<file path="config.mk">
export PLATFORM = sky130hd
export DESIGN_NAME = mul_traffic_gen_flat
export DESIGN_NICKNAME = d
export VERILOG_FILES = /design/src/rtl/mul_tg_pkg.sv /design/src/rtl/mul_tg_if.sv /design/src/rtl/mul_tg_lfsr.sv /design/src/rtl/mul_traffic_gen.sv /design/src/flat_wrapper.sv
export SDC_FILE = /design/constraint.sdc
export NUM_CORES = 2
export LEC_CHECK = 0
export BUFFER_PORTS_ARGS = -buffer_cell sky130_fd_sc_hd__clkbuf_2
export CORE_UTILIZATION = 35
export CTS_BUF_LIST = sky130_fd_sc_hd__clkbuf_16
export DETAILED_ROUTE_END_ITERATION = 10
export GPL_TIMING_DRIVEN = 0
export SKIP_LAST_GASP = 1
export SLEW_MARGIN = 25
export SYNTH_ARGS = -nofsm -noshare
export SYNTH_HDL_FRONTEND = slang
export SYNTH_SLANG_ARGS = --single-unit
</file>
<file path="constraint.sdc">
create_clock -name clk -period 8.2 [get_ports clk]
set_input_delay 0.82 -clock clk [delete_from_list [all_inputs] [get_ports clk]]
set_output_delay 0.82 -clock clk [all_outputs]
set_load 0.01 [all_outputs]
</file>
<file path="src/rtl/mul_tg_pkg.sv">
// Shared types and constants for the multiplier traffic generator.
// Holds the FSM encoding, the default LFSR seed and the Galois tap mask.
package mul_tg_pkg;

    typedef enum logic [1:0] {
        S_IDLE    = 2'd0,
        S_DRIVE   = 2'd1,
        S_COLLECT = 2'd2,
        S_DONE    = 2'd3
    } tg_state_e;

    // Must be non-zero: an all-zero Galois LFSR never leaves zero.
    localparam logic [63:0] DEFAULT_SEED = 64'hACE1_2468_1357_BDF9;

    // Right-shifting Galois form of x^64 + x^63 + x^61 + x^60 + 1.
    localparam logic [63:0] TAP_MASK = 64'hD800_0000_0000_0000;

endpackage

</file>
<file path="src/rtl/mul_tg_if.sv">
// Operand and product handshake channels between the traffic generator and the multiplier.
// The master side is the traffic generator; the slave side is the multiplier wrapper.
interface mul_tg_if #(parameter int N = 32);

    logic [N-1:0]   a_o;
    logic [N-1:0]   b_o;
    logic           in_valid_o;
    logic           in_ready_i;
    logic [2*N-1:0] p_i;
    logic           out_valid_i;
    logic           out_ready_o;

    modport master (
        output a_o, b_o, in_valid_o, out_ready_o,
        input  in_ready_i, p_i, out_valid_i
    );

    modport slave (
        input  a_o, b_o, in_valid_o, out_ready_o,
        output in_ready_i, p_i, out_valid_i
    );

endinterface

</file>
<file path="src/rtl/mul_tg_lfsr.sv">
// W-bit right-shifting Galois LFSR with synchronous load and advance.
// Load has priority over advance; the register reads as zero out of reset.
module mul_tg_lfsr #(
    parameter int           W    = 64,
    parameter logic [W-1:0] TAPS = '0
) (
    input  logic         clk,
    input  logic         rst,
    input  logic         load,
    input  logic [W-1:0] load_val,
    input  logic         advance,
    output logic [W-1:0] state
);

    // NOTE: clocked state uses non-blocking assignments so every register samples pre-edge values.
    always_ff @(posedge clk) begin
        if (rst) begin
            state <= '0;
        end else if (load) begin
            state <= load_val;
        end else if (advance) begin
            state <= state[0] ? ((state >> 1) ^ TAPS) : (state >> 1);
        end
    end

endmodule

</file>
<file path="src/rtl/mul_traffic_gen.sv">
// Drives LFSR operand pairs into the multiplier and checks each returned product.
// One transaction is outstanding at a time; a watchdog aborts a stalled run.
module mul_traffic_gen
    import mul_tg_pkg::*;
#(
    parameter int N       = 32,
    parameter int TIMEOUT = 1024
) (
    input  logic             clk,
    input  logic             rst,
    input  logic             start,
    input  logic [15:0]      num_ops,
    input  logic [2*N-1:0]   seed,
    mul_tg_if.master         mif,
    output logic             busy,
    output logic             done,
    output logic             timeout,
    output logic [15:0]      pass_count,
    output logic [15:0]      err_count,
    output logic [N-1:0]     first_err_a,
    output logic [N-1:0]     first_err_b,
    output logic [2*N-1:0]   first_err_p
);

    localparam int W    = 2 * N;
    localparam int WD_W = $clog2(TIMEOUT + 1);

    tg_state_e      state_q, state_d;
    logic [15:0]    remaining_q;
    logic [WD_W-1:0] wd_q;
    logic [W-1:0]   lfsr_q;
    logic [W-1:0]   load_val;
    logic [W-1:0]   golden;
    logic           in_xfer, out_xfer, match, wd_fire;
    logic           start_run, lfsr_adv, wd_abort;

    mul_tg_lfsr #(.W(W), .TAPS(W'(TAP_MASK))) u_lfsr (
        .clk      (clk),
        .rst      (rst),
        .load     (start_run),
        .load_val (load_val),
        .advance  (lfsr_adv),
        .state    (lfsr_q)
    );

    // Operands come straight from the LFSR register, so they only move when it advances.
    assign mif.a_o         = lfsr_q[N-1:0];
    assign mif.b_o         = lfsr_q[W-1:N];
    assign mif.in_valid_o  = (state_q == S_DRIVE);
    assign mif.out_ready_o = (state_q == S_COLLECT);

    assign busy     = mif.in_valid_o | mif.out_ready_o;
    assign done     = (state_q == S_DONE);
    assign in_xfer  = mif.in_valid_o & mif.in_ready_i;
    assign out_xfer = mif.out_ready_o & mif.out_valid_i;
    assign golden   = W'(mif.a_o) * W'(mif.b_o);
    assign match    = (mif.p_i == golden);
    assign load_val = (seed == '0) ? W'(DEFAULT_SEED) : seed;
    assign wd_fire  = busy && (wd_q == WD_W'(TIMEOUT - 1));

    always_comb begin
        // NOTE: every signal gets a default first so no path through the case infers a latch.
        state_d   = state_q;
        start_run = 1'b0;
        lfsr_adv  = 1'b0;
        wd_abort  = 1'b0;
        unique case (state_q)
            S_IDLE, S_DONE: begin
                if (start) begin
                    start_run = 1'b1;
                    state_d   = (num_ops == 16'd0) ? S_DONE : S_DRIVE;
                end
            end
            S_DRIVE: begin
                if (in_xfer) begin
                    state_d = S_COLLECT;
                end else if (wd_fire) begin
                    state_d  = S_DONE;
                    wd_abort = 1'b1;
                end
            end
            S_COLLECT: begin
                if (out_xfer) begin
                    lfsr_adv = 1'b1;
                    state_d  = (remaining_q == 16'd1) ? S_DONE : S_DRIVE;
                end else if (wd_fire) begin
                    state_d  = S_DONE;
                    wd_abort = 1'b1;
                end
            end
            default: state_d = S_IDLE;
        endcase
    end

    always_ff @(posedge clk) begin
        if (rst) begin
            state_q     <= S_IDLE;
            remaining_q <= '0;
            wd_q        <= '0;
            timeout     <= 1'b0;
            pass_count  <= '0;
            err_count   <= '0;
            first_err_a <= '0;
            first_err_b <= '0;
            first_err_p <= '0;
        end else begin
            state_q <= state_d;
            wd_q    <= (state_d != state_q || !busy) ? '0 : wd_q + WD_W'(1);

            if (start_run) begin
                remaining_q <= num_ops;
                timeout     <= 1'b0;
                pass_count  <= '0;
                err_count   <= '0;
                first_err_a <= '0;
                first_err_b <= '0;
                first_err_p <= '0;
            end

            if (wd_abort) begin
                timeout <= 1'b1;
            end

            if (out_xfer) begin
                remaining_q <= remaining_q - 16'd1;
                if (match) begin
                    if (pass_count != 16'hFFFF) pass_count <= pass_count + 16'd1;
                end else begin
                    if (err_count != 16'hFFFF) err_count <= err_count + 16'd1;
                    if (err_count == 16'd0) begin
                        first_err_a <= mif.a_o;
                        first_err_b <= mif.b_o;
                        first_err_p <= mif.p_i;
                    end
                end
            end
        end
    end

endmodule

</file>
<file path="src/flat_wrapper.sv">
// flat-port wrapper written by rule: the top's interface ports become plain ports
module mul_traffic_gen_flat import mul_tg_pkg::*;
#(
    parameter int N       = 32,
    parameter int TIMEOUT = 1024
)
  (clk, rst, start, num_ops, seed, busy, done, timeout, pass_count, err_count, first_err_a, first_err_b, first_err_p, mif_a_o, mif_b_o, mif_in_valid_o, mif_out_ready_o, mif_in_ready_i, mif_p_i, mif_out_valid_i);
  mul_tg_if #(.N(N)) mif_i ();
  input  logic clk;
  input  logic rst;
  input  logic start;
  input  logic [15:0] num_ops;
  input  logic [2*N-1:0] seed;
  output logic busy;
  output logic done;
  output logic timeout;
  output logic [15:0] pass_count;
  output logic [15:0] err_count;
  output logic [N-1:0] first_err_a;
  output logic [N-1:0] first_err_b;
  output logic [2*N-1:0] first_err_p;
  output wire logic [$bits(mif_i.a_o)-1:0] mif_a_o;
  output wire logic [$bits(mif_i.b_o)-1:0] mif_b_o;
  output wire logic [$bits(mif_i.in_valid_o)-1:0] mif_in_valid_o;
  output wire logic [$bits(mif_i.out_ready_o)-1:0] mif_out_ready_o;
  input wire logic [$bits(mif_i.in_ready_i)-1:0] mif_in_ready_i;
  input wire logic [$bits(mif_i.p_i)-1:0] mif_p_i;
  input wire logic [$bits(mif_i.out_valid_i)-1:0] mif_out_valid_i;
  assign mif_a_o = mif_i.a_o;
  assign mif_b_o = mif_i.b_o;
  assign mif_in_valid_o = mif_i.in_valid_o;
  assign mif_out_ready_o = mif_i.out_ready_o;
  assign mif_i.in_ready_i = mif_in_ready_i;
  assign mif_i.p_i = mif_p_i;
  assign mif_i.out_valid_i = mif_out_valid_i;
  mul_traffic_gen #(.N(N), .TIMEOUT(TIMEOUT)) u_core (.clk(clk), .rst(rst), .start(start), .num_ops(num_ops), .seed(seed), .mif(mif_i), .busy(busy), .done(done), .timeout(timeout), .pass_count(pass_count), .err_count(err_count), .first_err_a(first_err_a), .first_err_b(first_err_b), .first_err_p(first_err_p));
endmodule
</file>
==> results.md <==
- CP startpoint: u_core.u_lfsr.state[14]
- First-pass GRT wire length: 292000 um
- Fillcell total: 12409
- Crit-path slowest cell: fa_2
- Period utilization: 1.11
- Hold buffer count at cts: 0
- Die Wd: 360 um
- Synth area leaders: fa_1, dfxtp_1, nand2_1
- Worst-Margin Slew: 995 ps
- Critical Path RT: 8700 ps
- H-tree Lvls: 2
- Part of the Yosys area used for sequential elements: 0.113
- Net Count, Synth: 6466
- Initial Util: 0.352
- Core box area: 128000 um^2
- Hold Path Depth: 1
- Tot GR Track Use: 0.308
- Max Clock Skew: 42.9 ps
- Worst path bufs/invs: 13
- Slew HR: 0.336
- Syn Inst Count: 5146
- Via count: 42542
- Clk sinks: 254
- Levels on crit path: 35
- Reg2Reg Setup Slack: -910 ps
- Post-synth top area cell: fa_1
- Failing checks: DRC, setup timing
- Worst reg-to-reg path cell count: 35
- Register bit total from synthesis: 254
- Skew-Pair Late Insertion Delay: 610 ps
- Site Rows: 131
- Post-synth cell types: 93
- R2R Path End: u_core.first_err_p[17]
- Endpoint class of the critical path: flop
- Cell area after layout: 56800 um^2
- Largest net degree at the start of global routing: 14
- Via/cell ratio: 5.69
- IO buf count: 377
- Die ar.: 130000 um^2
- Slew Viols, Final: 0
- Detail Route Antenna Nets: 0
- CP Launch Type: flop
- Yosys warns: 0
- Share of flip-flops with an asynchronous set or reset: 0
- Final Worst Setup Slack: -906 ps
- CP arrival: 9610 ps
- Cell Area, Synth: 45000 um^2
- Final core utilization: 0.445
- Setup CP Type: flop to flop
- Total congestion overflow: 0
- RSZ-0062 raised after global routing: true
- Crit path time final: 9110 ps
- Total CTS buffers: 35
- Max-Cap Viols: 0
- I/O pin count: 378
- Post-DR wirelength/cell: 27.9 um
- Reg area: 5220 um^2
- Delay-heaviest family, CP: adder cells
- Vias in the first global route: 42262
- R2r startpoint: u_core.u_lfsr.state[14]
- Initial antenna violation count: 16
- Status: finished with violations
- Pre-antenna DRT Iters: 11
- Synth cell count leaders: nand2_1, fa_1, inv_1
- Most used cell, CP: fa_1
- Routed WL: 209000 um
- Die height: 360 um
- Final GP Congestion: 1.06
- Hpwl dp: 164000 um
- Final hold vios: 0
- CTS tree: done
- Reg clk slew, reported paths: 60 ps
- Worst setup path end: u_core.first_err_p[17]
- 1st-iter DRT viols: 4550
- P&R area growth vs syn: 26.3%
- Residual DRC count: 6
- DP Area: 49000 um^2
- Max Clock Freq: 110 MHz
- CP max FO: 8
- CP peak stage delay: 600 ps
- Worst Hold Class: flop to flop
- Synth top area share: 0.399
- Tightest hold margin: 469 ps
- Final-stage net count: 7104
- Multi-input logic area: 37700 um^2
- CTS root buffer: clkbuf_16
- # setup viols final: 160
- Most numerous cell in the Yosys netlist: nand2_1
- Synth Flop Type: dfxtp_1
- Share of cells above drive strength 1: 0.227
- Post-synth EDFFs: 0
- Clock Path Buffers: 3
- Average size of a mapped cell: 8.74 um^2
-- repair_timing --
| item | CTS | global route |
|---|---|---|
| cloned | 1 | 23 |
| pin swaps | 53 | 256 |
| setup buffers | 49 | 165 |
| resized for setup | 806 | 538 |
| setup endpoints to repair | 160 | 160 |
-- how the worst min path moves through the flow --
stage / to / startpoint / slack [ps]
after floorplan: u_core.wd_q[0] / u_core.wd_q[0] / 430
after global placement: u_core.wd_q[0] / u_core.wd_q[0] / 440
after detailed placement: u_core.wd_q[0] / u_core.wd_q[0] / 460
after CTS: u_core.first_err_p[2] / mif_p_i[2] / 450
after global routing: u_core.first_err_p[2] / mif_p_i[2] / 480
final: u_core.wd_q[0] / u_core.wd_q[0] / 470
-- placed cells by master (no fill, tap or decap), drive strengths merged, types with 12 or more instances in the layout --
cell type and instances:
nand2 999, fa 896, clkbuf 640, inv 547, buf 399, and2 348
a21oi 322, ha 275, dfxtp 254, nor2 245, nand3b 130, o21ai 83
xnor2 62, nand3 60, nand4 54, nor3 46, nor4 45, xor2 38
a311oi 36, a21o 24, o211ai 23, and3 23, a211oi 19, o21a 18
and4 13, a2111oi 12
-- worst register-to-register path, delay by kind of cell (launching register included) --
kind                     cells  cell delay [ps]
AO/OA/AOI/OAI                4              870
XOR/XNOR                     1              160
adder cells (fa/ha/maj)      9             4400
buffers and inverters       13             1770
flip-flops                   1              350
AND/OR/NAND/NOR              8             1480
-- logic make-up (layout without fill, tap and decap cells) --
logic type,count (synthesis),after routing,share of synthesized area
other,0,10,0
flip-flops,254,254,0.113
XOR/XNOR,100,100,0.0195
adder cells (fa/ha/maj),1171,1171,0.476
multiplexers,6,6,0.00142
AND/OR/NAND/NOR,2017,2017,0.215
buffers and inverters,942,1605,0.0823
AO/OA/AOI/OAI,656,656,0.0934
-- flip-flops by register name, summed over array words and instances (netlist names) --
signal and flops:
u_core.first_err_a 32, u_core.timeout 1, u_core.err_count 16, u_core.first_err_b 32, u_core.wd_q 11, u_core.first_err_p 64
u_core.remaining_q 16, u_core.state_q 2, u_core.u_lfsr.state 64, u_core.pass_count 16
-- per-stage QoR --
stage	std cells	setup TNS (ps)	setup WS [ps]
global route	7472	-145700	-981
global placement	7185	-553140	-3800
detailed placement	7185	-484600	-3380
floorplan	5146	0	2.38
finish	7481	-128500	-906
CTS	7284	-135950	-913
-- area by class of cell --
class | count | area share
buffer | 389 | 0.0790
multi-input combinational | 3950 | 0.664
clock inverter | 27 | 0.00544
clock buffer | 35 | 0.0154
inverter | 539 | 0.0356
timing repair buffer | 615 | 0.0716
sequential | 254 | 0.0920
tap | 1662 | 0.0366
antenna | 10 | 0.000441
-- per-layer routing --
metal	part of all wire	up-vias	global-route usage
met5	0.00023	-	0
li1	-	17719	-
met4	0.084	8	0.203
met3	0.11	691	0.0671
met2	0.44	2710	0.472
met1	0.37	21414	0.390
Power is not shown: default switching activity piles up to over one toggle a cycle in this logic, so the estimate is an artifact.
